$ cat config.mk
export PLATFORM = sky130hd
export DESIGN_NAME = dac_sample_scheduler
export DESIGN_NICKNAME = d
export VERILOG_FILES = /design/src/rtl/dac_sample_scheduler.sv
export SDC_FILE = /design/constraint.sdc
export NUM_CORES = 1
export LEC_CHECK = 0
export ABC_AREA = 1
export BUFFER_PORTS_ARGS = -buffer_cell sky130_fd_sc_hd__buf_4
export CAP_MARGIN = 15
export CORE_ASPECT_RATIO = 1.5
export CORE_UTILIZATION = 44
export CTS_CLUSTER_DIAMETER = 120
export DETAILED_ROUTE_END_ITERATION = 7
export GPL_TIMING_DRIVEN = 0
export PLACE_DENSITY = 0.73
export SYNTH_ARGS = -nofsm -noshare
export SYNTH_HDL_FRONTEND = slang
export SYNTH_SLANG_ARGS = --single-unit
$ cat constraint.sdc
create_clock -name clk -period 3.6 [get_ports clk]
set_input_delay 0 -clock clk [delete_from_list [all_inputs] [get_ports clk]]
set_output_delay 0 -clock clk [all_outputs]
set_load 0.03 [all_outputs]
$ cat src/rtl/dac_sample_scheduler.sv
// Sample-rate controller: mixes one sample per enabled voice each tick, saturates,
// and hands the offset-binary word to the DAC driver over valid/ready.
module dac_sample_scheduler #(
  parameter int NUM_SRC = 4,
  parameter int CLK_DIV = 2268
) (
  input  logic                   clk,
  input  logic                   rstn,
  input  logic [16*NUM_SRC-1:0]  src_data,
  input  logic [NUM_SRC-1:0]     src_valid,
  output logic [NUM_SRC-1:0]     src_ready,
  input  logic [NUM_SRC-1:0]     src_enable,
  output logic [15:0]            dac_data,
  output logic                   dac_valid,
  input  logic                   dac_ready,
  output logic                   sample_tick,
  output logic [NUM_SRC-1:0]     underrun,
  output logic                   overrun,
  input  logic                   clear_status
);

  localparam int AW = (16 + $clog2(NUM_SRC) < 17) ? 17 : 16 + $clog2(NUM_SRC);
  localparam int IW = (NUM_SRC > 1) ? $clog2(NUM_SRC) : 1;
  localparam int CW = $clog2(CLK_DIV);
  localparam logic signed [AW-1:0] SAT_MAX = AW'(32767);
  localparam logic signed [AW-1:0] SAT_MIN = AW'(-32768);

  typedef enum logic [1:0] {IDLE, GATHER, SEND} state_t;

  state_t                state, state_n;
  logic [CW-1:0]         tick_cnt;
  logic [IW-1:0]         idx, idx_n;
  logic signed [AW-1:0]  acc, acc_n, acc_sum, slot_ext;
  logic [15:0]           slot_sample, sat, data_n;
  logic                  slot_take;
  logic [NUM_SRC-1:0]    unr_set;
  logic                  ovr_set;

  // The counter free-runs regardless of the frame state; the tick is registered
  // one count early so it lines up with counter == CLK_DIV-1.
  always_ff @(posedge clk) begin
    if (!rstn) begin
      tick_cnt    <= '0;
      sample_tick <= 1'b0;
    end else begin
      tick_cnt    <= (tick_cnt == CW'(CLK_DIV - 1)) ? '0 : tick_cnt + CW'(1);
      sample_tick <= (tick_cnt == CW'(CLK_DIV - 2));
    end
  end

  always_comb begin
    slot_sample = src_data[16*idx +: 16];
    slot_take   = src_enable[idx] && src_valid[idx];
    slot_ext    = slot_take ? {{(AW-16){slot_sample[15]}}, slot_sample} : '0;
    acc_sum     = acc + slot_ext;
    if (acc_sum > SAT_MAX)      sat = 16'h7FFF;
    else if (acc_sum < SAT_MIN) sat = 16'h8000;
    else                        sat = acc_sum[15:0];
  end

  always_comb begin
    state_n   = state;
    idx_n     = idx;
    acc_n     = acc;
    data_n    = dac_data;
    unr_set   = '0;
    ovr_set   = 1'b0;
    src_ready = '0;
    case (state)
      IDLE: begin
        if (sample_tick) begin
          state_n = GATHER;
          idx_n   = '0;
          acc_n   = '0;
        end
      end
      GATHER: begin
        src_ready[idx] = src_enable[idx];
        acc_n          = acc_sum;
        if (src_enable[idx] && !src_valid[idx]) unr_set[idx] = 1'b1;
        if (idx == IW'(NUM_SRC - 1)) begin
          state_n = SEND;
          data_n  = {~sat[15], sat[14:0]};
        end else begin
          idx_n = idx + IW'(1);
        end
      end
      SEND: begin
        // A tick coinciding with the handshake starts the next frame directly.
        if (dac_ready) begin
          if (sample_tick) begin
            state_n = GATHER;
            idx_n   = '0;
            acc_n   = '0;
          end else begin
            state_n = IDLE;
          end
        end else if (sample_tick) begin
          ovr_set = 1'b1;
        end
      end
      default: state_n = IDLE;
    endcase
  end

  always_ff @(posedge clk) begin
    if (!rstn) state <= IDLE;
    else       state <= state_n;
  end

  // A flag raised in the same cycle as clear_status survives the clear.
  always_ff @(posedge clk) begin
    if (!rstn) begin
      idx      <= '0;
      acc      <= '0;
      dac_data <= 16'h8000;
      underrun <= '0;
      overrun  <= 1'b0;
    end else begin
      idx      <= idx_n;
      acc      <= acc_n;
      dac_data <= data_n;
      underrun <= (clear_status ? '0 : underrun) | unr_set;
      overrun  <= (overrun & ~clear_status) | ovr_set;
    end
  end

  assign dac_valid = (state == SEND);

endmodule

==> report_table.html, run 1 <==
<table>
<tr><th>Metric</th><th>Value</th></tr>
<tr><th colspan="2">Placement</th></tr>
<tr><td>Global placement routability congestion</td><td>0.933</td></tr>
<tr><td>Placement-stage cell area</td><td>around 4800 sq um</td></tr>
<tr><td>DP Cell Count</td><td>812</td></tr>
<tr><td>Pre-CTS setup slack</td><td>-0.232 ns</td></tr>
<tr><td>Number of port buffers</td><td>roughly 100</td></tr>
<tr><td>DP Wirelength</td><td>8430 um</td></tr>
<tr><th colspan="2">Timing</th></tr>
<tr><td>Maximum clock frequency</td><td>roughly 300 MHz</td></tr>
<tr><td>Fin worst setup slack</td><td>0.266 ns</td></tr>
<tr><td>Worst setup skew after layout</td><td>0.0101 ns</td></tr>
<tr><td>Number of pins exceeding their max-slew limit in the final report</td><td>0</td></tr>
<tr><td>Minimum clock period after layout</td><td>3.33 ns</td></tr>
<tr><td>Worst slew margin relative to its limit</td><td>62.3%</td></tr>
<tr><td>Fin. Hold Viols</td><td>0</td></tr>
<tr><td>Number of setup violations in the final report</td><td>0</td></tr>
<tr><td>Transition time at the pin with the least slew margin</td><td>0.566 ns</td></tr>
<tr><td>Setup repair after global routing missed its margin</td><td>false</td></tr>
<tr><td>Final clock period utilization by the worst path</td><td>92.6%</td></tr>
<tr><th colspan="2">Global routing</th></tr>
<tr><td>Final global-route overflow total</td><td>0</td></tr>
<tr><td>Number of antenna violations at the first check in global routing</td><td>0</td></tr>
<tr><td>First-pass GRT wire length</td><td>17,000 um</td></tr>
<tr><td>Number of global-route vias before repair</td><td>4,069</td></tr>
<tr><td>Largest net degree at the start of global routing</td><td>21</td></tr>
<tr><td>Global Route Usage Sum</td><td>23.4%</td></tr>
<tr><th colspan="2">Synthesis</th></tr>
<tr><td>Post-synth ARST share</td><td>0%</td></tr>
<tr><td>Synth Area per Inst</td><td>6.45 sq um</td></tr>
<tr><td>Largest cells by area after synthesis</td><td>sky130_fd_sc_hd__dfxtp_1, sky130_fd_sc_hd__nand2_1, sky130_fd_sc_hd__nor2_1, sky130_fd_sc_hd__a21oi_1, sky130_fd_sc_hd__ha_1</td></tr>
<tr><td>Synthesis warning total</td><td>0</td></tr>
<tr><td>Library cell with the largest summed area after synthesis</td><td>sky130_fd_sc_hd__dfxtp_1</td></tr>
<tr><td>Leading cell types by count after synthesis</td><td>sky130_fd_sc_hd__nand2_1, sky130_fd_sc_hd__nor2_1, sky130_fd_sc_hd__a21oi_1</td></tr>
<tr><td>Count of state elements after synthesis</td><td>56</td></tr>
<tr><td>Area share of the largest cell type after synthesis</td><td>28.8%</td></tr>
<tr><td>Share of the yosys chip area belonging to registers</td><td>28.8%</td></tr>
<tr><td>Post-synth EDFFs</td><td>0</td></tr>
<tr><td>Most repeated cell in the gate-level netlist after synthesis</td><td>sky130_fd_sc_hd__nand2_1</td></tr>
<tr><td>Commonest register cell after synthesis</td><td>sky130_fd_sc_hd__dfxtp_1</td></tr>
<tr><td>Post-Synthesis Cells</td><td>around 600</td></tr>
<tr><td>Distinct cells, synth</td><td>39</td></tr>
<tr><td>Number of nets in the synthesized netlist</td><td>703</td></tr>
<tr><td>Area of the mapped netlist</td><td>3890 sq um</td></tr>
<tr><th colspan="2">Final layout</th></tr>
<tr><td>Antenna diodes</td><td>0</td></tr>
<tr><td>Post-Layout Inst Area</td><td>5050 sq um</td></tr>
<tr><td>Area growth from synthesis to layout</td><td>30.0%</td></tr>
<tr><td>Fraction of layout instances using a drive strength above 1</td><td>22.8%</td></tr>
<tr><td>Nets</td><td>just over 800</td></tr>
<tr><td>Number of standard cells in the layout, taps in and fillers out</td><td>827</td></tr>
<tr><td>Post-layout utilization of the core</td><td>59.3%</td></tr>
<tr><th colspan="2">Die</th></tr>
<tr><td>Initial core utilization</td><td>a little under half</td></tr>
<tr><td>Height of the die</td><td>roughly 120 um</td></tr>
<tr><td>Number of placement rows</td><td>41</td></tr>
<tr><td>Number of primary I/O pins</td><td>~100</td></tr>
<tr><td>Width of the chip</td><td>78.7 um</td></tr>
<tr><td>Core ar.</td><td>8520 sq um</td></tr>
<tr><td>Area enclosed by the die boundary</td><td>9220 sq um</td></tr>
<tr><th colspan="2">Route</th></tr>
<tr><td>Post-detailed-routing wire length</td><td>~10,000 um</td></tr>
<tr><td>Via count</td><td>a little over 4,000</td></tr>
<tr><td>Routed vias/inst</td><td>5.01</td></tr>
<tr><td>Average detailed-routed wire length per instance</td><td>~13 um</td></tr>
<tr><td>Residual DRC</td><td>0</td></tr>
<tr><td>Final ANT Viol Nets</td><td>0</td></tr>
<tr><td>Iteration-0 DRC Markers</td><td>169</td></tr>
<tr><td>Pre-antenna DRT Iters</td><td>4</td></tr>
<tr><th colspan="2">Status</th></tr>
<tr><td>Result of the run</td><td>finished clean</td></tr>
<tr><th colspan="2">CTS</th></tr>
<tr><td>Maximum number of buffers from clock root to sink</td><td>2</td></tr>
<tr><td>Clock latency on the worst-skew pair</td><td>0.31 ns</td></tr>
<tr><td>TritonCTS clock tree</td><td>yes</td></tr>
<tr><td>Reg clk slew, reported paths</td><td>0.08 ns</td></tr>
<tr><td>Number of CTS-inserted buffers</td><td>5</td></tr>
<tr><td>Clk sinks</td><td>56</td></tr>
<tr><td>Root cell of the clock tree</td><td>sky130_fd_sc_hd__clkbuf_16</td></tr>
<tr><td>CTS H-tree depth</td><td>2</td></tr>
<tr><th colspan="2">Critical path</th></tr>
<tr><td>Peak per-stage delay on the critical path</td><td>roughly 0.38 ns</td></tr>
<tr><td>Type of the setup path with the least slack</td><td>reg2reg</td></tr>
<tr><td>CP Capture Type</td><td>flop</td></tr>
<tr><td>Count of cells along the worst register-to-register path</td><td>22</td></tr>
<tr><td>Cell at the slowest stage of the critical path</td><td>sky130_fd_sc_hd__dfxtp_1</td></tr>
<tr><td>Critical-path maximum fanout</td><td>20</td></tr>
<tr><td>Worst Path Required</td><td>3.84 ns</td></tr>
<tr><td>Startpoint type of the worst setup path</td><td>flop</td></tr>
<tr><td>Arrival time at the worst endpoint</td><td>3.57 ns</td></tr>
<tr><td>Cell breakdown of the critical path</td><td>buf_6 &gt; inv_2 &gt; buf_6 &gt; nand3_2 &gt; nand2_2 &gt; nor2_4 &gt; clkinvlp_4 &gt; buf_4 &gt; a21oi_1 &gt; ha_2 &gt; nand2_1 &gt; nand2_1 &gt; nand3_1 &gt; nand2_1 &gt; a21oi_2 &gt; nand2_1 &gt; nand2_1 &gt; nand2_2 &gt; o21ai_4 &gt; buf_6 &gt; nand2_1 &gt; a21oi_2</td></tr>
<tr><td>CP dominant cell by count</td><td>sky130_fd_sc_hd__nand2_1</td></tr>
<tr><th colspan="2">Power</th></tr>
<tr><td>Standby leakage power</td><td>2.36 nW</td></tr>
<tr><td>Worst supply voltage drop on vdd</td><td>236 uV</td></tr>
<tr><td>Power density of the placed cells</td><td>between 200 and 300 nW/um^2</td></tr>
<tr><th colspan="2">Hold path</th></tr>
<tr><td>Worst Hold Depth</td><td>6</td></tr>
<tr><td>Worst min-delay path class</td><td>in2reg</td></tr>
<tr><th colspan="2">Job</th></tr>
<tr><td>Max-cap violations</td><td>0</td></tr>
</table>
cells by family (layout without fill, tap and decap cells):
logic type	Yosys count	in the layout	share of synthesized area (%)
and+or+nand+nor	297	297	31.9
buffers and inverters	78	195	8.75
DFF	56	56	28.8
AOI/OAI and AO/OA	135	135	19.7
adders and majority gates	24	24	7.92
xor gates and xnor gates	13	13	2.93
per-stage QoR:
stage          total power, mW  setup TNS [ns]  hold slack [ns]
6_report                  1.30               0            0.228
5_1_grt                   1.34               0            0.272
4_1_cts                   1.31               0            0.219
3_5_place_dp             0.792           -2.60            0.301
3_3_place_gp             0.789           -1.41            0.297
2_1_floorplan            0.710               0            0.131
sequential cells by signal, summed over array words and instances, names as in the netlist:
signal / cells
acc: 18
dac_data: 16
idx: 2
overrun: 1
sample_tick: 1
state: 2
tick_cnt: 12
underrun: 4
final cells by class:
class | count | area, sq um
multi-input combinational | 469 | 2460
clock inverter | 3 | 26.3
fill | 848 | 3460
clock buffer | 5 | 125
tap | 107 | 134
inverter | 54 | 209
buffer | 22 | 135
timing repair buffer | 111 | 843
sequential | 56 | 1120
layout by cell type (no fill, tap or decap), drive strengths merged, types with 2 or more instances in the layout:
cell | Yosys | final
a211oi | 2 | 2
a21oi | 77 | 77
a31oi | 2 | 2
and2 | 2 | 2
buf | 7 | 114
clkbuf | 17 | 20
clkinvlp | 0 | 3
dfxtp | 56 | 56
dlygate4sd3 | 0 | 4
ha | 23 | 23
inv | 53 | 53
nand2 | 159 | 159
nand3 | 26 | 26
nand4 | 2 | 2
nor2 | 92 | 92
nor3 | 8 | 8
nor3b | 2 | 2
nor4 | 2 | 2
o21ai | 47 | 47
o21bai | 4 | 4
or2 | 2 | 2
xnor2 | 5 | 5
xor2 | 8 | 8
metal layers:
| layer | wire length (um) | part of all wire (%) | up-vias | track usage [%] |
|---|---|---|---|---|
| met4 | 185 | 1.8 | 0 | 8.15 |
| li1 | - | - | 2186 | - |
| met5 | 0 | 0 | - | 0 |
| met2 | 5610 | 54 | 80 | 46.5 |
| met1 | 4270 | 41 | 1863 | 24.5 |
| met3 | 382 | 3.7 | 13 | 3.33 |
path summary, 6_finish.rpt:
kind | to | start | slack, ns
worst max-delay path | dac_data[5] | idx[1] | 0.27
worst min-delay path | underrun[0] | src_valid[2] | 0.23
worst max register to register | dac_data[5] | idx[1] | 0.27
worst min register to register | tick_cnt[3] | tick_cnt[3] | 0.47
power by group:
group          internal [mW]  switching [mW]
Clock                  0.263           0.249
Combinational         0.0857          0.0748
Sequential             0.622         0.00297
timing repair:
action,in CTS,in global routing
setup endpoints to repair,15,15
hold endpoints to repair,9,0
buffers inserted,2,3
gates resized for setup,1,17
hold buffers,4,0
pin swaps,0,2
worst max-delay path, delay by kind of cell (launching register included):
kind | cells | cell delay, ns
adder cells (fa/ha/maj) | 1 | 0.35
AND/OR/NAND/NOR | 11 | 1.00
AO/OA/AOI/OAI | 4 | 0.66
flip-flops | 1 | 0.38
buffers and inverters | 6 | 0.85
No activity file was read; power rests on OpenSTA's default activity.
==> run 2, diff against run 1 <==
--- a/config.mk
+++ b/config.mk
@@ -5,7 +5,6 @@
 export SDC_FILE = /design/constraint.sdc
 export NUM_CORES = 1
 export LEC_CHECK = 0
-export ABC_AREA = 1
 export BUFFER_PORTS_ARGS = -buffer_cell sky130_fd_sc_hd__buf_4
 export CAP_MARGIN = 15
 export CORE_ASPECT_RATIO = 1.5
==> run 2 against run 1 <==
  * The run now ends with negative setup slack left
  * Global-route usage grew 2.6 points
  * Worst hold slack lost 0.21 ns
  * Utilization rose by 4.9 points
  * Final area up 3.1%
  * First-iteration DRC count is 21% higher
  * Non-clock buffer count is 16 higher
  * Total power is 0.14% higher
  * Combinational power rose by 4%
  * Routed wire length up 9.8%
  * Clock power down 0.8%
  * Cell count down 24%
  * Critical path type unchanged
  * Critical endpoint is now dac_data[4]
  * Largest cell class unchanged
  * Highest routed layer unchanged
==> report_table.html, run 2 <==
<table>
<tr><th>Metric</th><th>Value</th></tr>
<tr><th colspan="2">Status</th></tr>
<tr><td>Result of the run</td><td>finished with violations</td></tr>
<tr><td>Violated checks</td><td>negative setup slack</td></tr>
<tr><th colspan="2">Route</th></tr>
<tr><td>Final ANT Viol Nets</td><td>0 (unchanged)</td></tr>
<tr><td>Iteration-0 DRC Markers</td><td>205 (+21%)</td></tr>
<tr><td>Average detailed-routed wire length per instance</td><td>18.2 um (+44%)</td></tr>
<tr><td>Residual DRC</td><td>0 (unchanged)</td></tr>
<tr><td>Via count</td><td>3,669 (-11%)</td></tr>
<tr><td>Pre-antenna DRT Iters</td><td>5 (+1)</td></tr>
<tr><td>Post-detailed-routing wire length</td><td>11,500 um (+9.8%)</td></tr>
<tr><td>Routed vias/inst</td><td>5.81 (+16%)</td></tr>
<tr><th colspan="2">Placement</th></tr>
<tr><td>DP Cell Count</td><td>598 (-26%)</td></tr>
<tr><td>Number of port buffers</td><td>102 (unchanged)</td></tr>
<tr><td>Global placement routability congestion</td><td>0.974 (+4.4%)</td></tr>
<tr><td>DP Wirelength</td><td>8440 um (+0.16%)</td></tr>
<tr><th colspan="2">Synthesis</th></tr>
<tr><td>Area share of the largest cell type after synthesis</td><td>30.2% (+1.3 points)</td></tr>
<tr><td>Commonest register cell after synthesis</td><td>sky130_fd_sc_hd__dfxtp_1</td></tr>
<tr><td>Synthesis warning total</td><td>0 (unchanged)</td></tr>
<tr><td>Most repeated cell in the gate-level netlist after synthesis</td><td>sky130_fd_sc_hd__dfxtp_1</td></tr>
<tr><td>Number of nets in the synthesized netlist</td><td>491 (-30%)</td></tr>
<tr><td>Library cell with the largest summed area after synthesis</td><td>sky130_fd_sc_hd__dfxtp_1</td></tr>
<tr><td>Distinct cells, synth</td><td>55 (+41%)</td></tr>
<tr><td>Synth Area per Inst</td><td>9.51 sq um (+47%)</td></tr>
<tr><td>Count of state elements after synthesis</td><td>56 (unchanged)</td></tr>
<tr><td>Leading cell types by count after synthesis</td><td>sky130_fd_sc_hd__dfxtp_1, sky130_fd_sc_hd__nor2_1, sky130_fd_sc_hd__nand2_1</td></tr>
<tr><td>Post-synth EDFFs</td><td>0 (unchanged)</td></tr>
<tr><td>Area of the mapped netlist</td><td>3720 sq um (-4.4%)</td></tr>
<tr><td>Post-Synthesis Cells</td><td>391 (-35%)</td></tr>
<tr><td>Post-synth ARST share</td><td>0% (unchanged)</td></tr>
<tr><td>Largest cells by area after synthesis</td><td>sky130_fd_sc_hd__dfxtp_1, sky130_fd_sc_hd__ha_1, sky130_fd_sc_hd__mux4_2, sky130_fd_sc_hd__mux4_1, sky130_fd_sc_hd__nor2b_1</td></tr>
<tr><td>Share of the yosys chip area belonging to registers</td><td>30.2% (+1.3 points)</td></tr>
<tr><th colspan="2">Global routing</th></tr>
<tr><td>Final global-route overflow total</td><td>0 (unchanged)</td></tr>
<tr><td>Global Route Usage Sum</td><td>25.9% (+2.6 points)</td></tr>
<tr><td>Number of antenna violations at the first check in global routing</td><td>0 (unchanged)</td></tr>
<tr><td>Largest net degree at the start of global routing</td><td>18 (-14%)</td></tr>
<tr><td>Number of global-route vias before repair</td><td>3,676 (-9.7%)</td></tr>
<tr><td>First-pass GRT wire length</td><td>17,700 um (+4.1%)</td></tr>
<tr><th colspan="2">Final layout</th></tr>
<tr><td>Largest register FFs</td><td>18 (unchanged)</td></tr>
<tr><td>Number of fill cells</td><td>669 (-21%)</td></tr>
<tr><td>Area growth from synthesis to layout</td><td>40.2%</td></tr>
<tr><td>Nets</td><td>625 (-24%)</td></tr>
<tr><td>Number of standard cells in the layout, taps in and fillers out</td><td>631 (-24%)</td></tr>
<tr><td>Commonest non-fill, non-tap cells in the layout</td><td>sky130_fd_sc_hd__buf_4, sky130_fd_sc_hd__dfxtp_1, sky130_fd_sc_hd__nor2_1, sky130_fd_sc_hd__nand2_1, sky130_fd_sc_hd__nor2b_1</td></tr>
<tr><td>Most common cell after layout, fill and taps aside</td><td>sky130_fd_sc_hd__buf_4</td></tr>
<tr><td>Fraction of layout instances using a drive strength above 1</td><td>37.1% (+14 points)</td></tr>
<tr><td>Register containing the most flip-flops in the final layout</td><td>acc</td></tr>
<tr><td>Largest registers in the final layout</td><td>acc (18), dac_data (16), tick_cnt (12)</td></tr>
<tr><td>Antenna diodes</td><td>0 (unchanged)</td></tr>
<tr><th colspan="2">Timing</th></tr>
<tr><td>Final clock period utilization by the worst path</td><td>103% (+11 points)</td></tr>
<tr><td>Number of pins exceeding their max-slew limit in the final report</td><td>0 (unchanged)</td></tr>
<tr><td>Fin. Hold Viols</td><td>0 (unchanged)</td></tr>
<tr><td>Final setup TNS</td><td>-1.55 ns (-1.55 ns)</td></tr>
<tr><td>Setup repair after global routing missed its margin</td><td>true</td></tr>
<tr><td>Transition time at the pin with the least slew margin</td><td>0.864 ns (+0.298 ns)</td></tr>
<tr><td>Worst slew margin relative to its limit</td><td>42.4% (-20 points)</td></tr>
<tr><td>Number of setup violations in the final report</td><td>15 (+15)</td></tr>
<tr><td>Minimum clock period after layout</td><td>3.72 ns (+0.391 ns)</td></tr>
<tr><td>Maximum clock frequency</td><td>268 MHz (-10%)</td></tr>
<tr><td>Final hold slack</td><td>0.0221 ns (-0.206 ns)</td></tr>
<tr><td>Fin worst setup slack</td><td>-0.125 ns (-0.391 ns)</td></tr>
<tr><td>Worst setup skew after layout</td><td>0.00675 ns (-0.00332 ns)</td></tr>
<tr><th colspan="2">Critical path</th></tr>
<tr><td>Type of the setup path with the least slack</td><td>reg2reg</td></tr>
<tr><td>Arrival time at the worst endpoint</td><td>3.92 ns (+0.35 ns)</td></tr>
<tr><td>Peak per-stage delay on the critical path</td><td>0.60 ns (+0.22 ns)</td></tr>
<tr><td>Kind of cell adding the most delay to the critical path</td><td>compound AO/OA/AOI/OAI gates</td></tr>
<tr><td>Startpoint of the worst register-to-register path</td><td>idx[0]</td></tr>
<tr><td>Number of buffer and inverter instances along the worst setup path</td><td>3 (-3)</td></tr>
<tr><td>Cell breakdown of the critical path</td><td>mux4_2 &gt; buf_8 &gt; and3_4 &gt; ha_4 &gt; fa_2 &gt; a211oi_2 &gt; o211ai_1 &gt; nand2_1 &gt; nor3_2 &gt; or3_4 &gt; a21oi_4 &gt; nor3_4 &gt; buf_12 &gt; buf_6 &gt; a221o_1</td></tr>
<tr><td>CP Capture Type</td><td>flop</td></tr>
<tr><td>Startpoint type of the worst setup path</td><td>flop</td></tr>
<tr><td>Launching element of the worst setup path</td><td>idx[0]</td></tr>
<tr><td>Cell at the slowest stage of the critical path</td><td>sky130_fd_sc_hd__mux4_2</td></tr>
<tr><td>Critical-path maximum fanout</td><td>5 (-75%)</td></tr>
<tr><td>Worst Path Required</td><td>3.80 ns (-0.04 ns)</td></tr>
<tr><th colspan="2">Job</th></tr>
<tr><td>Max-cap violations</td><td>0 (unchanged)</td></tr>
<tr><th colspan="2">Die</th></tr>
<tr><td>Area enclosed by the die boundary</td><td>8830 sq um (-4.3%)</td></tr>
<tr><td>Core ar.</td><td>8110 sq um (-4.8%)</td></tr>
<tr><td>Height of the die</td><td>115 um (-2.2%)</td></tr>
<tr><td>Initial core utilization</td><td>45.8% (+0.20 points)</td></tr>
<tr><td>Width of the chip</td><td>77.1 um (-2.2%)</td></tr>
<tr><td>Number of primary I/O pins</td><td>103 (unchanged)</td></tr>
<tr><td>Number of placement rows</td><td>40 (-2.4%)</td></tr>
<tr><th colspan="2">CTS</th></tr>
<tr><td>Clock latency on the worst-skew pair</td><td>0.30 ns (about the same)</td></tr>
<tr><td>CTS H-tree depth</td><td>2 (unchanged)</td></tr>
<tr><td>Clk sinks</td><td>56 (unchanged)</td></tr>
<tr><td>Number of CTS-inserted buffers</td><td>5 (unchanged)</td></tr>
<tr><td>Root cell of the clock tree</td><td>sky130_fd_sc_hd__clkbuf_16</td></tr>
<tr><td>Maximum number of buffers from clock root to sink</td><td>2 (unchanged)</td></tr>
<tr><td>Reg clk slew, reported paths</td><td>0.08 ns (about the same)</td></tr>
<tr><td>Hold buffer count at CTS</td><td>0 (-4)</td></tr>
<tr><td>TritonCTS clock tree</td><td>yes</td></tr>
<tr><th colspan="2">Power</th></tr>
<tr><td>Overall power</td><td>1.30 mW (+0.14%)</td></tr>
<tr><td>Worst supply voltage drop on vdd</td><td>188 uV (-20%)</td></tr>
<tr><td>Power density of the placed cells</td><td>249 nW/um^2 (-2.9%)</td></tr>
<tr><td>Standby leakage power</td><td>2.29 nW (-2.7%)</td></tr>
<tr><th colspan="2">Hold path</th></tr>
<tr><td>Worst min-delay path class</td><td>in2reg</td></tr>
<tr><td>Hold path start</td><td>dac_ready</td></tr>
</table>
[run 2: timing repair]
item	4_1_cts	5_1_grt
gates resized for setup	28	24
hold endpoints to repair	0	0
pin swaps	11	16
endpoints found under the setup margin	23	20
gates cloned	3	0
buffers inserted	19	8
[run 2: final timing paths]
check                end  slack [ns]  cells past startpoint
max          dac_data[4]       -0.12                     15
min             state[1]        0.02                      3
min reg2reg  dac_data[5]        0.49                      1
max reg2reg  dac_data[4]       -0.12                     15
[run 2: layout make-up]
cell class	count	area [sq um]	share of cell area, %
Tap cell	105	131	2.52
Multi-Input combinational cell	298	2580	49.6
Inverter	15	56.3	1.08
Timing Repair Buffer	129	1020	19.5
Buffer	20	154	2.95
Clock buffer	6	129	2.47
Sequential cell	56	1130	21.6
Clock inverter	2	13.8	0.264
[run 2: metrics by stage]
step	util [%]	setup slack, ns	area (sq um)
2_1_floorplan	-	0.0302	3750
3_3_place_gp	57.4	-0.612	4650
3_5_place_dp	57.4	-0.680	4650
4_1_cts	62.6	-0.131	5080
5_1_grt	64.3	-0.229	5210
6_report	64.3	-0.125	5210
[run 2: power by group]
| group | internal, mW | total (mW) | switching (mW) |
|---|---|---|---|
| sequential | 0.621 | 0.624 | 0.00293 |
| clock | 0.261 | 0.508 | 0.247 |
| combinational | 0.0996 | 0.167 | 0.0678 |
| total | 0.981 | 1.30 | 0.318 |
[run 2: cells by family (layout without fill, tap and decap cells)]
group                      Yosys count  after routing  synth area share (%)
AOI/OAI and AO/OA                   90             90                  18.4
xor gates and xnor gates            24             24                  6.66
adders and majority gates           24             24                  8.28
buffers and inverters               37            172                  4.48
DFF                                 56             56                  30.2
muxes                               18             18                  11.7
and+or+nand+nor                    142            142                  20.3
[run 2: routing by layer]
layer | vias to the layer above | global-route usage (%) | part of all wire (%)
met5 | - | 0 | 0
li1 | 1725 | - | -
met2 | 147 | 48.5 | 54
met3 | 26 | 5.02 | 5.1
met4 | 0 | 12.2 | 2.9
met1 | 1771 | 27.8 | 38
[run 2: worst min-delay path, stage by stage]
cell,delay (ns)
sky130_fd_sc_hd__buf_4,0.09
sky130_fd_sc_hd__or3_1,0.10
sky130_fd_sc_hd__a21boi_0,0.08
==> run 3, diff against run 2 <==
--- a/config.mk
+++ b/config.mk
@@ -5,14 +5,15 @@
 export SDC_FILE = /design/constraint.sdc
 export NUM_CORES = 1
 export LEC_CHECK = 0
+export ABC_CLOCK_PERIOD_IN_PS = 3600
 export BUFFER_PORTS_ARGS = -buffer_cell sky130_fd_sc_hd__buf_4
 export CAP_MARGIN = 15
 export CORE_ASPECT_RATIO = 1.5
-export CORE_UTILIZATION = 44
+export CORE_UTILIZATION = 53
 export CTS_CLUSTER_DIAMETER = 120
 export DETAILED_ROUTE_END_ITERATION = 7
 export GPL_TIMING_DRIVEN = 0
-export PLACE_DENSITY = 0.73
+export PLACE_DENSITY = 0.85
 export SYNTH_ARGS = -nofsm -noshare
 export SYNTH_HDL_FRONTEND = slang
 export SYNTH_SLANG_ARGS = --single-unit
==> run 3 against run 2 <==
  * The flow still finishes with violations (negative setup slack)
  * Global-route usage up 3.4 points
  * Total power fell by 8.3%
  * Maximum frequency grew 0.96%
  * Setup slack better by 0.035 ns
  * First-iteration DRC count up 20%
  * Sequential cell count stayed put
  * Combinational power about the same
  * Final area fell by 2.1%
  * Count of clock-buffer cells in the layout is 1 lower
  * Clock skew hardly changed
  * Via count decreased by 2.2%
==> report_table.html, run 3 (synthesized netlist as in run 2, its figures left out) <==
<table>
<tr><th>Metric</th><th>Value</th></tr>
<tr><th colspan="2">Status</th></tr>
<tr><td>Result of the run</td><td>finished with violations</td></tr>
<tr><td>Violated checks</td><td>negative setup slack</td></tr>
<tr><th colspan="2">Power</th></tr>
<tr><td>Power density of the placed cells</td><td>233 nW/um^2 (-6.4%)</td></tr>
<tr><td>Worst supply voltage drop on vdd</td><td>202 uV (+7.3%)</td></tr>
<tr><td>Overall power</td><td>1.19 mW (-8.3%)</td></tr>
<tr><td>Standby leakage power</td><td>2.22 nW (-3.0%)</td></tr>
<tr><th colspan="2">Critical path</th></tr>
<tr><td>Worst r2r dst</td><td>dac_data[9]</td></tr>
<tr><td>Launching element of the worst setup path</td><td>idx[0]</td></tr>
<tr><td>Worst Path Required</td><td>3.81 ns (about the same)</td></tr>
<tr><td>Arrival time at the worst endpoint</td><td>3.89 ns (-0.03 ns)</td></tr>
<tr><td>CP Capture Type</td><td>flop</td></tr>
<tr><td>Startpoint type of the worst setup path</td><td>flop</td></tr>
<tr><td>Setup slack of the worst register-to-register path</td><td>-0.09 ns (+0.04 ns)</td></tr>
<tr><td>Type of the setup path with the least slack</td><td>reg2reg</td></tr>
<tr><td>Count of cells along the worst register-to-register path</td><td>15 (unchanged)</td></tr>
<tr><td>Critical-path maximum fanout</td><td>8 (+3)</td></tr>
<tr><td>Startpoint of the worst register-to-register path</td><td>idx[0]</td></tr>
<tr><th colspan="2">Final layout</th></tr>
<tr><td>Most common cell after layout, fill and taps aside</td><td>sky130_fd_sc_hd__buf_4</td></tr>
<tr><td>Area growth from synthesis to layout</td><td>37.2%</td></tr>
<tr><td>Fraction of layout instances using a drive strength above 1</td><td>37.1% (+0.065 points)</td></tr>
<tr><td>Register containing the most flip-flops in the final layout</td><td>acc</td></tr>
<tr><td>Post-Layout Inst Area</td><td>5100 sq um (-2.1%)</td></tr>
<tr><td>Commonest non-fill, non-tap cells in the layout</td><td>sky130_fd_sc_hd__buf_4, sky130_fd_sc_hd__dfxtp_1, sky130_fd_sc_hd__nor2_1, sky130_fd_sc_hd__nand2_1, sky130_fd_sc_hd__nor2b_1</td></tr>
<tr><td>Antenna diodes</td><td>0 (unchanged)</td></tr>
<tr><td>Number of fill cells</td><td>497 (-26%)</td></tr>
<tr><td>Largest registers in the final layout</td><td>acc (18), dac_data (16), tick_cnt (12)</td></tr>
<tr><td>Largest register FFs</td><td>18 (unchanged)</td></tr>
<tr><td>Nets</td><td>618 (-1.1%)</td></tr>
<tr><th colspan="2">Timing</th></tr>
<tr><td>Number of setup violations in the final report</td><td>11 (-4)</td></tr>
<tr><td>Final hold slack</td><td>0.0297 ns (+0.00762 ns)</td></tr>
<tr><td>Worst setup skew after layout</td><td>0.00680 ns (+0.0000455 ns)</td></tr>
<tr><td>Worst slew margin relative to its limit</td><td>32.3% (-10 points)</td></tr>
<tr><td>Minimum clock period after layout</td><td>3.69 ns (-0.0355 ns)</td></tr>
<tr><td>Maximum clock frequency</td><td>271 MHz (+0.96%)</td></tr>
<tr><td>Number of pins exceeding their max-slew limit in the final report</td><td>0 (unchanged)</td></tr>
<tr><td>Transition time at the pin with the least slew margin</td><td>1.02 ns (+0.151 ns)</td></tr>
<tr><td>Fin. Hold Viols</td><td>0 (unchanged)</td></tr>
<tr><td>Setup repair after global routing missed its margin</td><td>true</td></tr>
<tr><td>Final setup TNS</td><td>-0.727 ns (+0.819 ns)</td></tr>
<tr><td>Final clock period utilization by the worst path</td><td>102% (-0.99 points)</td></tr>
<tr><td>Fin worst setup slack</td><td>-0.0891 ns (+0.0355 ns)</td></tr>
<tr><th colspan="2">CTS</th></tr>
<tr><td>Maximum number of buffers from clock root to sink</td><td>2 (unchanged)</td></tr>
<tr><td>TritonCTS clock tree</td><td>yes</td></tr>
<tr><td>Clock latency on the worst-skew pair</td><td>0.32 ns (+0.02 ns)</td></tr>
<tr><td>CTS H-tree depth</td><td>2 (unchanged)</td></tr>
<tr><td>Number of CTS-inserted buffers</td><td>5 (unchanged)</td></tr>
<tr><td>Root cell of the clock tree</td><td>sky130_fd_sc_hd__clkbuf_8</td></tr>
<tr><td>Reg clk slew, reported paths</td><td>0.09 ns (about the same)</td></tr>
<tr><td>Clk sinks</td><td>56 (unchanged)</td></tr>
<tr><th colspan="2">Placement</th></tr>
<tr><td>DP Wirelength</td><td>8190 um (-2.9%)</td></tr>
<tr><td>Pre-CTS setup slack</td><td>-0.665 ns (+0.0151 ns)</td></tr>
<tr><td>Placement-stage cell area</td><td>4620 sq um (-0.73%)</td></tr>
<tr><td>Number of port buffers</td><td>102 (unchanged)</td></tr>
<tr><td>Global placement routability congestion</td><td>0.976 (+0.15%)</td></tr>
<tr><th colspan="2">Job</th></tr>
<tr><td>Max-cap violations</td><td>0 (unchanged)</td></tr>
<tr><th colspan="2">Die</th></tr>
<tr><td>Number of placement rows</td><td>37 (-7.5%)</td></tr>
<tr><td>Area enclosed by the die boundary</td><td>7360 sq um (-17%)</td></tr>
<tr><td>Number of primary I/O pins</td><td>103 (unchanged)</td></tr>
<tr><td>Width of the chip</td><td>70.4 um (-8.7%)</td></tr>
<tr><td>Initial core utilization</td><td>54.6% (+8.8 points)</td></tr>
<tr><td>Height of the die</td><td>105 um (-8.7%)</td></tr>
<tr><td>Core ar.</td><td>6810 sq um (-16%)</td></tr>
<tr><th colspan="2">Hold path</th></tr>
<tr><td>Worst hold endpoint</td><td>overrun</td></tr>
<tr><td>Worst Hold Depth</td><td>3 (unchanged)</td></tr>
<tr><td>Hold path start</td><td>clear_status</td></tr>
<tr><td>Worst min-delay path class</td><td>in2reg</td></tr>
<tr><th colspan="2">Global routing</th></tr>
<tr><td>First-pass GRT wire length</td><td>16,900 um (-4.6%)</td></tr>
<tr><td>Number of antenna violations at the first check in global routing</td><td>0 (unchanged)</td></tr>
<tr><td>Global Route Usage Sum</td><td>29.3% (+3.4 points)</td></tr>
<tr><td>Final global-route overflow total</td><td>0 (unchanged)</td></tr>
<tr><td>Number of global-route vias before repair</td><td>3,618 (-1.6%)</td></tr>
<tr><td>Largest net degree at the start of global routing</td><td>16 (-2)</td></tr>
<tr><th colspan="2">Route</th></tr>
<tr><td>Residual DRC</td><td>0 (unchanged)</td></tr>
<tr><td>Via count</td><td>3,589 (-2.2%)</td></tr>
<tr><td>Routed vias/inst</td><td>6.03 (+3.7%)</td></tr>
<tr><td>Final ANT Viol Nets</td><td>0 (unchanged)</td></tr>
<tr><td>Pre-antenna DRT Iters</td><td>5 (unchanged)</td></tr>
<tr><td>Iteration-0 DRC Markers</td><td>246 (+20%)</td></tr>
<tr><td>Average detailed-routed wire length per instance</td><td>17.9 um (-1.7%)</td></tr>
<tr><td>Post-detailed-routing wire length</td><td>10,600 um (-7.3%)</td></tr>
</table>
==> run 3: cell count changes in the layout (fill, tap and decap cells not counted), sizes merged <==
| cell | previous run | this run |
|---|---|---|
| clkinv | 1 | 0 |
| bufinv | 0 | 1 |
| inv | 16 | 15 |
| dlygate4sd3 | 0 | 1 |
| buf | 137 | 131 |
| clkbuf | 18 | 15 |
==> run 3: critical path, stage by stage (launching register included) <==
cell,delay (ns)
sky130_fd_sc_hd__dfxtp_4,0.40
sky130_fd_sc_hd__buf_12,0.12
sky130_fd_sc_hd__buf_12,0.12
sky130_fd_sc_hd__mux4_2,0.51
sky130_fd_sc_hd__and3_4,0.18
sky130_fd_sc_hd__ha_4,0.16
sky130_fd_sc_hd__fa_2,0.37
sky130_fd_sc_hd__a211oi_2,0.25
sky130_fd_sc_hd__o211ai_1,0.19
sky130_fd_sc_hd__nand2_1,0.14
sky130_fd_sc_hd__nor3_2,0.08
sky130_fd_sc_hd__or3_4,0.38
sky130_fd_sc_hd__a21oi_4,0.18
sky130_fd_sc_hd__nor3_4,0.08
sky130_fd_sc_hd__buf_6,0.16
sky130_fd_sc_hd__a221o_1,0.26
==> run 3: stage by stage <==
step                std cells  util, %
floorplan                 391        -
global placement          571     67.8
detailed placement        571     67.8
CTS                       589     72.4
global route              595     75.0
finish                    595     75.0
==> run 3: power breakdown <==
part,internal [mW],switching [mW]
logic,0.0995,0.0649
registers,0.621,0.00327
clock network,0.200,0.202
==> run 3: worst max-delay path by stage <==
stage	to	cells after the start	slack [ns]
6_report	dac_data[9]	15	-0.09
5_1_grt	dac_data[5]	15	-0.15
4_1_cts	dac_data[4]	15	-0.07
3_5_place_dp	dac_data[4]	16	-0.67
3_3_place_gp	dac_data[3]	16	-0.50
2_1_floorplan	dac_data[4]	15	0.03
==> run 3: timing repair <==
item,in CTS,in global routing
gates resized for setup,29,31
hold buffers,1,0
hold endpoints to repair,1,0
buffers inserted,10,9
gates cloned,2,0
setup endpoints to repair,22,16
pin swaps,11,16
==> run 3: final cells by class <==
cell class	instances	area [sq um]	share of cell area, %
well taps	78	97.6	1.91
clock inverters	1	30.0	0.589
repair buffers	123	946	18.5
clock buffers	5	68.8	1.35
flip-flops and latches	56	1130	22.1
multi-input cells	298	2630	51.5
inverters	15	56.3	1.10
plain buffers	19	150	2.94
==> run 3: per-layer routing <==
layer  GRT usage (%)  up-vias  wire (um)
met3            3.57       28        383
met4            16.9        0        356
li1                -     1698          -
met1            31.3     1739       4000
met2            53.8      124       5890
met5               0        -          0
